## src/rtl/id_stage_fwd.sv

```systemverilog
// Registered decode stage for RV I-ALU / LOAD / R-type instructions with operand forwarding,
// load-use hazard detection and a valid/ready output register.
module id_stage_fwd #(
  parameter int unsigned ADDR_WIDTH  = 32,
  parameter int unsigned DATA_WIDTH  = 32,
  parameter int unsigned RDATA_WIDTH = 64,
  parameter int unsigned RADDR_WIDTH = 5,
  parameter int unsigned NUM_FWD     = 2
) (
  input  logic                           clk_i,
  input  logic                           rst_i,
  input  logic                           in_valid_i,
  output logic                           in_ready_o,
  input  logic [ADDR_WIDTH-1:0]          inst_addr_i,
  input  logic [DATA_WIDTH-1:0]          inst_i,
  output logic [RADDR_WIDTH-1:0]         reg1_raddr_o,
  output logic [RADDR_WIDTH-1:0]         reg2_raddr_o,
  input  logic [RDATA_WIDTH-1:0]         reg1_rdata_i,
  input  logic [RDATA_WIDTH-1:0]         reg2_rdata_i,
  input  logic [NUM_FWD-1:0]             fwd_we_i,
  input  logic [NUM_FWD*RADDR_WIDTH-1:0] fwd_waddr_i,
  input  logic [NUM_FWD*RDATA_WIDTH-1:0] fwd_wdata_i,
  input  logic                           fwd_is_load_i,
  input  logic                           flush_i,
  output logic                           out_valid_o,
  input  logic                           out_ready_i,
  output logic [ADDR_WIDTH-1:0]          inst_addr_o,
  output logic [DATA_WIDTH-1:0]          inst_o,
  output logic [RDATA_WIDTH-1:0]         op1_o,
  output logic [RDATA_WIDTH-1:0]         op2_o,
  output logic                           reg_we_o,
  output logic [RADDR_WIDTH-1:0]         reg_waddr_o,
  output logic                           is_load_o,
  output logic [31:0]                    stall_cnt_o
);

  localparam logic [6:0]            OpImm  = 7'b0010011;
  localparam logic [6:0]            OpLoad = 7'b0000011;
  localparam logic [6:0]            OpReg  = 7'b0110011;
  localparam logic [DATA_WIDTH-1:0] Nop    = DATA_WIDTH'(32'h0000_0013);

  // Lowest-numbered (youngest) matching source wins; x0 always reads as zero.
  function automatic logic [RDATA_WIDTH-1:0] select_operand(
    input logic [RADDR_WIDTH-1:0] idx,
    input logic [RDATA_WIDTH-1:0] rf_data,
    input logic [NUM_FWD-1:0]     we,
    input logic [NUM_FWD*RADDR_WIDTH-1:0] waddr,
    input logic [NUM_FWD*RDATA_WIDTH-1:0] wdata
  );
    logic [RDATA_WIDTH-1:0] val;
    val = rf_data;
    for (int k = int'(NUM_FWD) - 1; k >= 0; k--) begin
      if (we[k] && (waddr[k*RADDR_WIDTH +: RADDR_WIDTH] == idx)) begin
        val = wdata[k*RDATA_WIDTH +: RDATA_WIDTH];
      end
    end
    if (idx == '0) begin
      val = '0;
    end
    return val;
  endfunction

  logic [6:0]             opcode;
  logic [RADDR_WIDTH-1:0] rs1_idx;
  logic [RADDR_WIDTH-1:0] rs2_idx;
  logic [RADDR_WIDTH-1:0] rd_idx;
  logic [RDATA_WIDTH-1:0] imm_sext;

  logic                   dec_re1;
  logic                   dec_re2;
  logic                   dec_we;
  logic                   dec_load;
  logic [DATA_WIDTH-1:0]  dec_inst;
  logic [RDATA_WIDTH-1:0] dec_op1;
  logic [RDATA_WIDTH-1:0] dec_op2;
  logic [RADDR_WIDTH-1:0] dec_waddr;

  logic [RADDR_WIDTH-1:0] load_dst;
  logic                   hazard;
  logic                   in_ready;
  logic                   fire;

  logic                   out_valid_q, out_valid_d;
  logic [ADDR_WIDTH-1:0]  inst_addr_q, inst_addr_d;
  logic [DATA_WIDTH-1:0]  inst_q, inst_d;
  logic [RDATA_WIDTH-1:0] op1_q, op1_d;
  logic [RDATA_WIDTH-1:0] op2_q, op2_d;
  logic                   reg_we_q, reg_we_d;
  logic [RADDR_WIDTH-1:0] reg_waddr_q, reg_waddr_d;
  logic                   is_load_q, is_load_d;
  logic [31:0]            stall_cnt_q, stall_cnt_d;

  always_comb begin
    opcode   = inst_i[6:0];
    rs1_idx  = RADDR_WIDTH'(inst_i[19:15]);
    rs2_idx  = RADDR_WIDTH'(inst_i[24:20]);
    rd_idx   = RADDR_WIDTH'(inst_i[11:7]);
    imm_sext = {{(RDATA_WIDTH-12){inst_i[31]}}, inst_i[31:20]};
  end

  assign reg1_raddr_o = rs1_idx;
  assign reg2_raddr_o = rs2_idx;

  always_comb begin
    dec_re1   = 1'b0;
    dec_re2   = 1'b0;
    dec_we    = 1'b0;
    dec_load  = 1'b0;
    dec_inst  = Nop;
    dec_op1   = '0;
    dec_op2   = '0;
    dec_waddr = '0;
    unique case (opcode)
      OpImm, OpLoad: begin
        dec_re1   = 1'b1;
        dec_we    = 1'b1;
        dec_load  = (opcode == OpLoad);
        dec_inst  = inst_i;
        dec_waddr = rd_idx;
        dec_op1   = select_operand(rs1_idx, reg1_rdata_i, fwd_we_i, fwd_waddr_i, fwd_wdata_i);
        dec_op2   = imm_sext;
      end
      OpReg: begin
        dec_re1   = 1'b1;
        dec_re2   = 1'b1;
        dec_we    = 1'b1;
        dec_inst  = inst_i;
        dec_waddr = rd_idx;
        dec_op1   = select_operand(rs1_idx, reg1_rdata_i, fwd_we_i, fwd_waddr_i, fwd_wdata_i);
        dec_op2   = select_operand(rs2_idx, reg2_rdata_i, fwd_we_i, fwd_waddr_i, fwd_wdata_i);
      end
      default: ;
    endcase
  end

  // A load in source 0 has no data yet, so a consumer of its destination must wait.
  always_comb begin
    load_dst = fwd_waddr_i[0 +: RADDR_WIDTH];
    hazard   = in_valid_i && fwd_is_load_i && fwd_we_i[0] && (load_dst != '0) &&
               ((dec_re1 && (rs1_idx == load_dst)) || (dec_re2 && (rs2_idx == load_dst)));
    in_ready = !rst_i && !flush_i && !hazard && (!out_valid_q || out_ready_i);
    fire     = in_valid_i && in_ready;
  end

  assign in_ready_o = in_ready;

  always_comb begin
    out_valid_d = out_valid_q;
    inst_addr_d = inst_addr_q;
    inst_d      = inst_q;
    op1_d       = op1_q;
    op2_d       = op2_q;
    reg_we_d    = reg_we_q;
    reg_waddr_d = reg_waddr_q;
    is_load_d   = is_load_q;
    stall_cnt_d = stall_cnt_q;

    if (hazard && !flush_i && (stall_cnt_q != 32'hFFFF_FFFF)) begin
      stall_cnt_d = stall_cnt_q + 32'd1;
    end

    if (flush_i) begin
      out_valid_d = 1'b0;
    end else if (fire) begin
      out_valid_d = 1'b1;
      inst_addr_d = inst_addr_i;
      inst_d      = dec_inst;
      op1_d       = dec_op1;
      op2_d       = dec_op2;
      reg_we_d    = dec_we;
      reg_waddr_d = dec_waddr;
      is_load_d   = dec_load;
    end else if (out_ready_i) begin
      out_valid_d = 1'b0;
    end
  end

  always_ff @(posedge clk_i) begin
    if (rst_i) begin
      out_valid_q <= 1'b0;
      inst_addr_q <= '0;
      inst_q      <= Nop;
      op1_q       <= '0;
      op2_q       <= '0;
      reg_we_q    <= 1'b0;
      reg_waddr_q <= '0;
      is_load_q   <= 1'b0;
      stall_cnt_q <= '0;
    end else begin
      out_valid_q <= out_valid_d;
      inst_addr_q <= inst_addr_d;
      inst_q      <= inst_d;
      op1_q       <= op1_d;
      op2_q       <= op2_d;
      reg_we_q    <= reg_we_d;
      reg_waddr_q <= reg_waddr_d;
      is_load_q   <= is_load_d;
      stall_cnt_q <= stall_cnt_d;
    end
  end

  assign out_valid_o = out_valid_q;
  assign inst_addr_o = inst_addr_q;
  assign inst_o      = inst_q;
  assign op1_o       = op1_q;
  assign op2_o       = op2_q;
  assign reg_we_o    = reg_we_q;
  assign reg_waddr_o = reg_waddr_q;
  assign is_load_o   = is_load_q;
  assign stall_cnt_o = stall_cnt_q;

endmodule

```

## config.mk

```make
export PLATFORM = sky130hd
export DESIGN_NAME = id_stage_fwd
export DESIGN_NICKNAME = d
export VERILOG_FILES = /design/src/rtl/id_stage_fwd.sv
export SDC_FILE = /design/constraint.sdc
export NUM_CORES = 1
export LEC_CHECK = 0
export BUFFER_PORTS_ARGS = -buffer_cell sky130_fd_sc_hd__buf_4
export CORE_AREA = 2 2 227 229
export CTS_CLUSTER_SIZE = 14
export DETAILED_ROUTE_END_ITERATION = 10
export DIE_AREA = 0 0 229 231
export PLACE_DENSITY = 0.53
export SETUP_SLACK_MARGIN = 0.1
export SKIP_CTS_REPAIR_TIMING = 1
export SYNTH_ARGS = -nofsm -noshare
export SYNTH_HDL_FRONTEND = slang
export SYNTH_SLANG_ARGS = --single-unit
```

## constraint.sdc

```tcl
create_clock -name clk_i -period 2.5 [get_ports clk_i]
set_input_delay 0.5 -clock clk_i [delete_from_list [all_inputs] [get_ports clk_i]]
set_output_delay 0.5 -clock clk_i [all_outputs]
set_load 0.01 [all_outputs]
```

Word-level counts from Yosys, hierarchy flattened
Cells that the tools add are included.
{ "totals": {"output_inout_bits": 243, "word_cells": 66, "ff_bits": 232} }
{ "op_classes": {"reduce_logical": 30, "n_addsub": 1, "eq_ne": 10, "n_bitwise": 1, "muxes": 15} }
{ "ops": {"columns": ["op", "count"], "rows": [
  ["$mux W64", 7],
  ["$pmux W64 S2", 1],
  ["$add A32 B1 Y32 const B", 1],
  ["$mux W32", 1],
  ["$ne A32 B32 Y1 const B", 1],
  ["$eq A5 B5 Y1", 6],
  ["$logic_and A1 B1 Y1", 16],
  ["$logic_not A5 Y1", 2],
  ["$eq A7 B2 Y1 const B", 1],
  ["$eq A7 B5 Y1 const B", 1],
  ["$eq A7 B6 Y1 const B", 1],
  ["$mux W1", 5],
  ["$mux W5", 1],
  ["$reduce_bool A5 Y1", 1],
  ["$logic_not A1 Y1", 4],
  ["$reduce_or A2 Y1", 2],
  ["$reduce_or A3 Y1", 1],
  ["$logic_or A1 B1 Y1", 2],
  ["$reduce_and A2 Y1", 1],
  ["$reduce_bool A2 Y1", 1],
  ["$not A1 Y1", 1]
]} }

Depth between registers and ports, before layout
Gate-level depths: netlist (run 1).
{ "logic_depth": {"ltp_word": 11, "ltp_mapped": 9, "depth_no_buf": 6} }

Worst setup path after synthesis (run 1)
No wires, ideal clock.
{ "synth_path": {"kind": "input to register", "from": "input port inst_i[3]", "to": "register stall_cnt_q[13] (netlist: stall_cnt_o[13])", "t_arrival_ns": 2.281, "n_path_buf": 1, "path_slack_ns": 0.098, "cell_stages": 7, "required_ns": 2.379, "setup_time_ns": 0.121, "cell_sequence": "and3b_1 nand4_1 nor4_1 o21bai_4 buf_2 nor4b_1 mux2_2"} }
{ "synth_between": {"elab_chain_len": 8, "elab_cells_between_ends": 12, "cone_classes": "eq/ne: 3; mux: 2; reduce/logical: 7"} }
{ "synth_rtl": {"columns": ["element", "line", "source"], "rows": [
  ["start, declared", "15", "input logic [DATA_WIDTH-1:0] inst_i,"],
  ["$eq A7 B2 Y1, or another cell as far along", "113", "unique case (opcode)"],
  ["$reduce_or A3 Y1 (no line)", null, null],
  ["$mux W1", "113", null],
  ["$logic_and A1 B1 Y1", "140", "((dec_re1 && (rs1_idx == load_dst)) || (dec_re2 && (rs2_idx == load_dst)));"],
  ["$logic_or A1 B1 Y1 (*)", "140", null],
  ["$logic_and A1 B1 Y1 (*)", "139", "hazard = in_valid_i && fwd_is_load_i && fwd_we_i[0] && (load_dst != '0) &&"],
  ["$logic_and A1 B1 Y1 (*) (2 in a row)", "158", "if (hazard && !flush_i && (stall_cnt_q != 32'hFFFF_FFFF)) begin"],
  ["end signal, assigned", "198", "stall_cnt_q <= stall_cnt_d;"],
  ["end, declared", "91", "logic [31:0] stall_cnt_q, stall_cnt_d;"]
]} }
Mark *: on every way between the ends. The rest lies on a longest branch, timed or not.
A chain may end at the register's enable or synchronous reset.

Worst setup path after layout (run 1)
{ "layout_path": {"from": "input port fwd_waddr_i[4]", "to": "output port in_ready_o"} }
{ "layout_between": {"elab_chain_len": 7, "elab_cells_between_ends": 11, "cone_classes": "eq/ne: 2; reduce/logical: 9"} }
{ "layout_rtl": {"columns": ["element", "line", "source"], "rows": [
  ["start, declared", "21", "input logic [NUM_FWD*RADDR_WIDTH-1:0] fwd_waddr_i,"],
  ["$eq A5 B5 Y1", "140", null],
  ["$logic_and A1 B1 Y1", "140", null],
  ["$logic_or A1 B1 Y1", "140", null],
  ["$logic_and A1 B1 Y1 (*)", "139", null],
  ["$logic_not A1 Y1 (*)", "141", "in_ready = !rst_i && !flush_i && !hazard && (!out_valid_q || out_ready_i);"],
  ["$logic_and A1 B1 Y1 (*) (2 in a row)", "141", null],
  ["end, declared", "13", "output logic in_ready_o,"]
]} }
Marks and branches as above.

==> flow_summary_export.csv, run 1 <==
group,metric,value,unit
clocking,cts_buffer_depth,3,
floorplan,core_area,50700,sq um
place,globalplace.congestion,0.915,
clocking,cts_buffers,30,
detailed_routing,dr.max_layer_used,"met5",
setup_path,cp.required,2000,ps
sta,slew_violations,0,
detailed_routing,wirelength_met1,23700,um
setup_path,r2r_slack,320,ps
place,dpl.hpwl,42800,um
yosys,synth_cell_type_count,50,
worst_hold_path,hold_depth,2,
detailed_routing,remaining_drc_errors,0,
global_route,grt_max_degree,107,
yosys,syn-instance-count,1400,
layout,drive_above_1_share,40.3,%
floorplan,die_h,231,um
layout,multiInputGateArea,6480,sq um
clocking,cts_tree,"built",
floorplan,io_pins,581,
floorplan,die_area,52900,sq um
pwr,p_total,9.40,mW
place,dp_cells,2623,
layout,num_antenna_cells,0,
sta,tightestPinTransition,598,ps
floorplan,die_w,229,um
sta,finalCritPeriodShare,95.9,%
setup_path,worst_setup_path_end_kind,"primary output",
sta,fin_worst_skew,21.6,ps
sta,fmax,0.417,GHz
yosys,synth_edf_count,0,
yosys,synth_area_per_cell,8.29,sq um
pwr,power-per-cell-area,505,nW/um^2
global_route,grtUsageTotal,20.2,%
global_route,grt_remaining_overflow,0,
detailed_routing,first_iter_violations,854,
sta,tns,0,ps
sta,final.min_clock_period,2400,ps
sta,hold_viol,0,
detailed_routing,wl_met2,27000,um
detailed_routing,ant_nets,0,
worst_hold_path,hp-class,"primary input to flop",
detailed_routing,wl_met3,3510,um
global_route,antenna_found_initial,1,
yosys,synth_nets,1739,
setup_path,reg2reg_depth,6,
setup_path,rr_endpoint,"stall_cnt_o[18]",
layout,seq_area,4540,sq um
sta,slew_headroom,60.1,%
clocking,htreeDepth,1,
setup_path,crit_path_start_kind,"primary input",
setup_path,crit_path_max_fanout,4,
detailed_routing,num_vias,13272,
pwr,max-vdd-ir-drop,0.511,mV
layout,layout.nets,2318,
layout,n_fill_cell,5288,
clocking,cts.sinks,227,
place,port_buffers,580,
layout,utilization,36.7,%
place,dp_slack,-264,ps
yosys,async_reset_ff_share,0,%
floorplan,initial_core_util,22.9,%
yosys,yosysWarnings,0,
sta,rsz0062_at_grt,"yes",
run,cap_violations,0,
run_status,run_status,"complete, no violations",
clocking,clock_latency,580,ps
sta,hold_ws,124,ps
floorplan,fp-row-count,83,
worst_hold_path,worst_hold_path.endpoint,"out_valid_o",
setup_path,cp.arrival,1900,ps
layout,instances_no_fill,2681,
detailed_routing,viasPerCell,4.95,
yosys,synth_seq_cells,227,
layout,fin_area,18600,sq um
setup_path,r2r_start,"stall_cnt_o[13]",
layout,final_cell_mix,"657 x buf_4, 227 x dfxtp_1, 172 x nand2_1",
clocking,clk_pin_slew_worst_paths,60,ps
clocking,cts_root_buffer,"clkbuf_16",
yosys,synth_area,11600,sq um
sta,setup_viol,0,
detailed_routing,drt_wl_total,56400,um
layout,syn_to_final_growth,60.3,%
detailed_routing,drt-pass1-iter-count,5,
yosys,ys.flop_type,"dfxtp_1",
global_route,grt_pass1_wl,82600,um
worst_hold_path,hold_start,"flush_i",
yosys,ys_seq_area_share,39.2,%
layout,layout_commonest_cell,"buf_4",
setup_path,path_class,"primary input to primary output",
place,placed_cell_area,17500,sq um
global_route,grt_pass1_vias,13250,
pwr,p_leak,7.40,nW
sta,final.setup.worst_slack,103,ps
detailed_routing,wl_per_cell,21.0,um
[where the power goes]
part | switching [mW] | internal (mW)
combinational | 0.643 | 0.667
clock | 1.78 | 2.63
sequential | 0.0228 | 3.66
total | 2.45 | 6.95
[sequential cells by signal, indices dropped and copies added, names as in the netlist]
name / cells
op1_o: 64
op2_o: 64
inst_addr_o: 32
inst_o: 32
stall_cnt_o: 32
is_load_o: 1
out_valid_o: 1
reg_we_o: 1
[worst max-delay path, stage by stage]
cell and delay [ps]:
buf_8 100, or4_4 540, o21ai_4 280, nor4_4 90
nor2_2 130, and2_4 150, buf_6 100
[worst max path at each step]
stage,from,to,slack (ps)
after floorplan,inst_i[3],stall_cnt_o[13],120
after global placement,fwd_waddr_i[1],op1_o[23],-250
after detailed placement,fwd_waddr_i[1],op1_o[62],-260
after CTS,inst_i[3],in_ready_o,-120
after global routing,fwd_waddr_i[0],in_ready_o,60
final,fwd_waddr_i[4],in_ready_o,100
[synthesized netlist by cell type, drive strengths merged (37+ instances only)]
master | n | area (sq um)
mux2i | 64 | 641
a21oi | 104 | 528
a22o | 90 | 788
buf | 58 | 325
dfxtp | 227 | 4540
clkbuf | 91 | 342
o211ai | 37 | 278
o2bb2ai | 37 | 324
nand2 | 173 | 649
nand3 | 57 | 285
nor2 | 61 | 231
o21a | 37 | 278
o21ai | 155 | 780
[cell families after synthesis]
family / share of synthesized area, %
AOI/OAI and AO/OA: 31.0
and+or+nand+nor: 15.8
DFF: 39.2
buffers and inverters: 5.97
muxes: 6.39
xor gates and xnor gates: 1.51
adders and majority gates: 0.108
[per-layer routing]
metal / GRT usage (%) / up-vias
met5: 0 / -
met4: 7.91 / 2
met3: 4.04 / 109
met2: 33.9 / 511
met1: 25.3 / 6334
li1: - / 6316
[area by class of cell]
class	count	area share [%]
clock buffer	38	4.41
clock inverter	16	0.975
inverter	7	0.141
multi-input combinational	1017	34.9
sequential	227	24.4
tap	680	4.57
timing repair buffer	696	30.6
(Power assumes the default switching activity.)
==> run 2, diff against run 1 <==
Settings changed: HOLD_SLACK_MARGIN set to 0.02.
Clock period 2.5 ns to 2.2 ns, I/O delays scaled along.
==> run 2 against run 1 <==
Die area unchanged. Clock power increased by 20%. Design area increased by 2.5%. Sequential share of layout area decreased by 0.53 points. The run now ends with setup timing left. Global-route usage increased by 1.5 points. Sequential power increased by 14%. Combinational power increased by 16%. First-iteration DRC count decreased by 16%. Critical path type unchanged.
==> flow_summary_export.csv, run 2 (synthesized netlist as in run 1, its figures left out) <==
group,metric,value,unit
detailed_routing,viasPerCell,5.00,
floorplan,core_area,50700,sq um
detailed_routing,drt-pass1-iter-count,5,
sta,slew_violations,0,
global_route,met2_usage,37.0,%
global_route,grt_max_degree,107,
setup_path,worst_setup_path_end_kind,"primary output",
global_route,gr-max-usage-layer,"met2",
sta,final.setup.worst_slack,-22.8,ps
sta,fmax,0.450,GHz
sta,fin_worst_skew,22.1,ps
sta,hold_viol,0,
pwr,p_leak,7.58,nW
detailed_routing,first_iter_violations,715,
sta,finalCritPeriodShare,101,%
setup_path,crit_path_start_kind,"primary input",
global_route,grt_remaining_overflow,0,
clocking,cts_tree,"built",
sta,setup_viol,1,
detailed_routing,num_vias,13499,
layout,n_fill_cell,5272,
clocking,cts_buffer_depth,3,
place,dpl.hpwl,46500,um
sta,slew_headroom,59.1,%
run_status,failed_checks,"setup timing",
global_route,gr-usage-met3,5.64,%
detailed_routing,drt_wl_total,61400,um
global_route,grt.met1_usage,26.0,%
global_route,grtUsageTotal,21.6,%
sta,final.min_clock_period,2220,ps
pwr,max-vdd-ir-drop,0.434,mV
floorplan,die_w,229,um
setup_path,critPathMaxStageDelay,550,ps
place,dp_cells,2633,
layout,syn_to_final_growth,64.2,%
pwr,power-per-cell-area,577,nW/um^2
global_route,grt_pass1_wl,87600,um
floorplan,fp-row-count,83,
detailed_routing,ant_nets,0,
detailed_routing,remaining_drc_errors,0,
detailed_routing,wl_per_cell,22.7,um
sta,hold_ws,79.7,ps
layout,layout_commonest_cell,"buf_4",
floorplan,io_pins,581,
layout,final_cell_mix,"668 x buf_4, 221 x dfxtp_1, 172 x nand2_1",
setup_path,path_class,"primary input to primary output",
global_route,antenna_found_initial,5,
setup_path,cp.required,1760,ps
clocking,cts_root_buffer,"clkbuf_16",
sta,tightestPinTransition,609,ps
clocking,cts.sinks,227,
run,cap_violations,0,
layout,drive_above_1_share,42.1,%
place,globalplace.congestion,0.930,
setup_path,cp_num_buf_inv,2,
setup_path,crit_path_max_fanout,3,
setup_path,cp.arrival,1780,ps
place,port_buffers,580,
clocking,clock_latency,580,ps
setup_path,crit_family,"simple AND/OR/NAND/NOR gates",
floorplan,die_h,231,um
setup_path,crit_chain,"buf_8, or4_4, o21ai_4, nor4_4, nor2_2, and2_4, buf_6",
worst_hold_path,hp-class,"primary input to flop",
sta,rsz0062_at_grt,"yes",
global_route,grt_pass1_vias,13359,
clocking,htreeDepth,1,
layout,instances_no_fill,2701,
run_status,run_status,"finished with violations",
floorplan,initial_core_util,22.9,%
clocking,cts_buffers,31,
clocking,clk_pin_slew_worst_paths,50,ps
setup_path,cpMaxStageDelayCell,"or4_4",
floorplan,die_area,52900,sq um
layout,layout.nets,2339,
-- run 2: changes by cell type in the layout (fill, tap and decap cells not counted), moves of 5 or more --
cell | previous run | this run
buf_4 | 657 | 668
clkinv_2 | 7 | 2
dfxtp_1 | 227 | 221
nand3_1 | 56 | 51
nand3_2 | 1 | 6
nor4_1 | 9 | 3
nor4_2 | 2 | 7
-- run 2: worst paths after layout --
path                          end  cells past startpoint            from  slack (ps)
setup / recovery       in_ready_o                      7  fwd_waddr_i[4]         -20
hold / removal        out_valid_o                      2         flush_i          80
hold reg to reg         is_load_o                      2       is_load_o         450
setup reg to reg  stall_cnt_o[13]                      7  stall_cnt_o[0]         180
-- run 2: power breakdown --
group          switching, mW  internal [mW]
Combinational          0.757          0.767
Clock                   2.04           3.26
Sequential            0.0254           4.16
-- run 2: layout make-up --
type | count | area (sq um) | share of cell area [%]
Antenna cell | 1 | 2.50 | 0.0131
Clock buffer | 39 | 836 | 4.38
Clock inverter | 14 | 220 | 1.16
Inverter | 7 | 26.3 | 0.138
Multi-Input combinational cell | 1017 | 6620 | 34.7
Sequential cell | 227 | 4560 | 23.9
Tap cell | 680 | 851 | 4.46
Timing Repair Buffer | 716 | 5950 | 31.2
-- run 2: routing by layer --
metal	up-vias	share of wire, %
met2	587	48
li1	6343	-
met3	119	7.6
met4	4	4.1
met1	6446	41
met5	-	0.044
-- run 2: stage by stage --
step	utilization [%]	worst slack, ps	setup TNS (ps)	area, sq um	power (mW)
after floorplan	-	-23.4	-665	11800	4.80
after global placement	34.9	-420	-73320	17700	5.77
after CTS	37.0	-241	-241	18700	11.1
after global routing	37.6	-70.6	-192	19100	11.4
final	37.6	-22.8	-22.8	19100	11.0
after detailed placement	34.9	-506	-85350	17700	5.78
-- run 2: worst reg2reg max path, cell delays in order (launching register included) --
cell and delay [ps]:
dfxtp_4 400, ha_4 150, nand4_1 120, or3_1 480, nor2_2 190, buf_12 190, nor4b_2 80, mux2_2 280
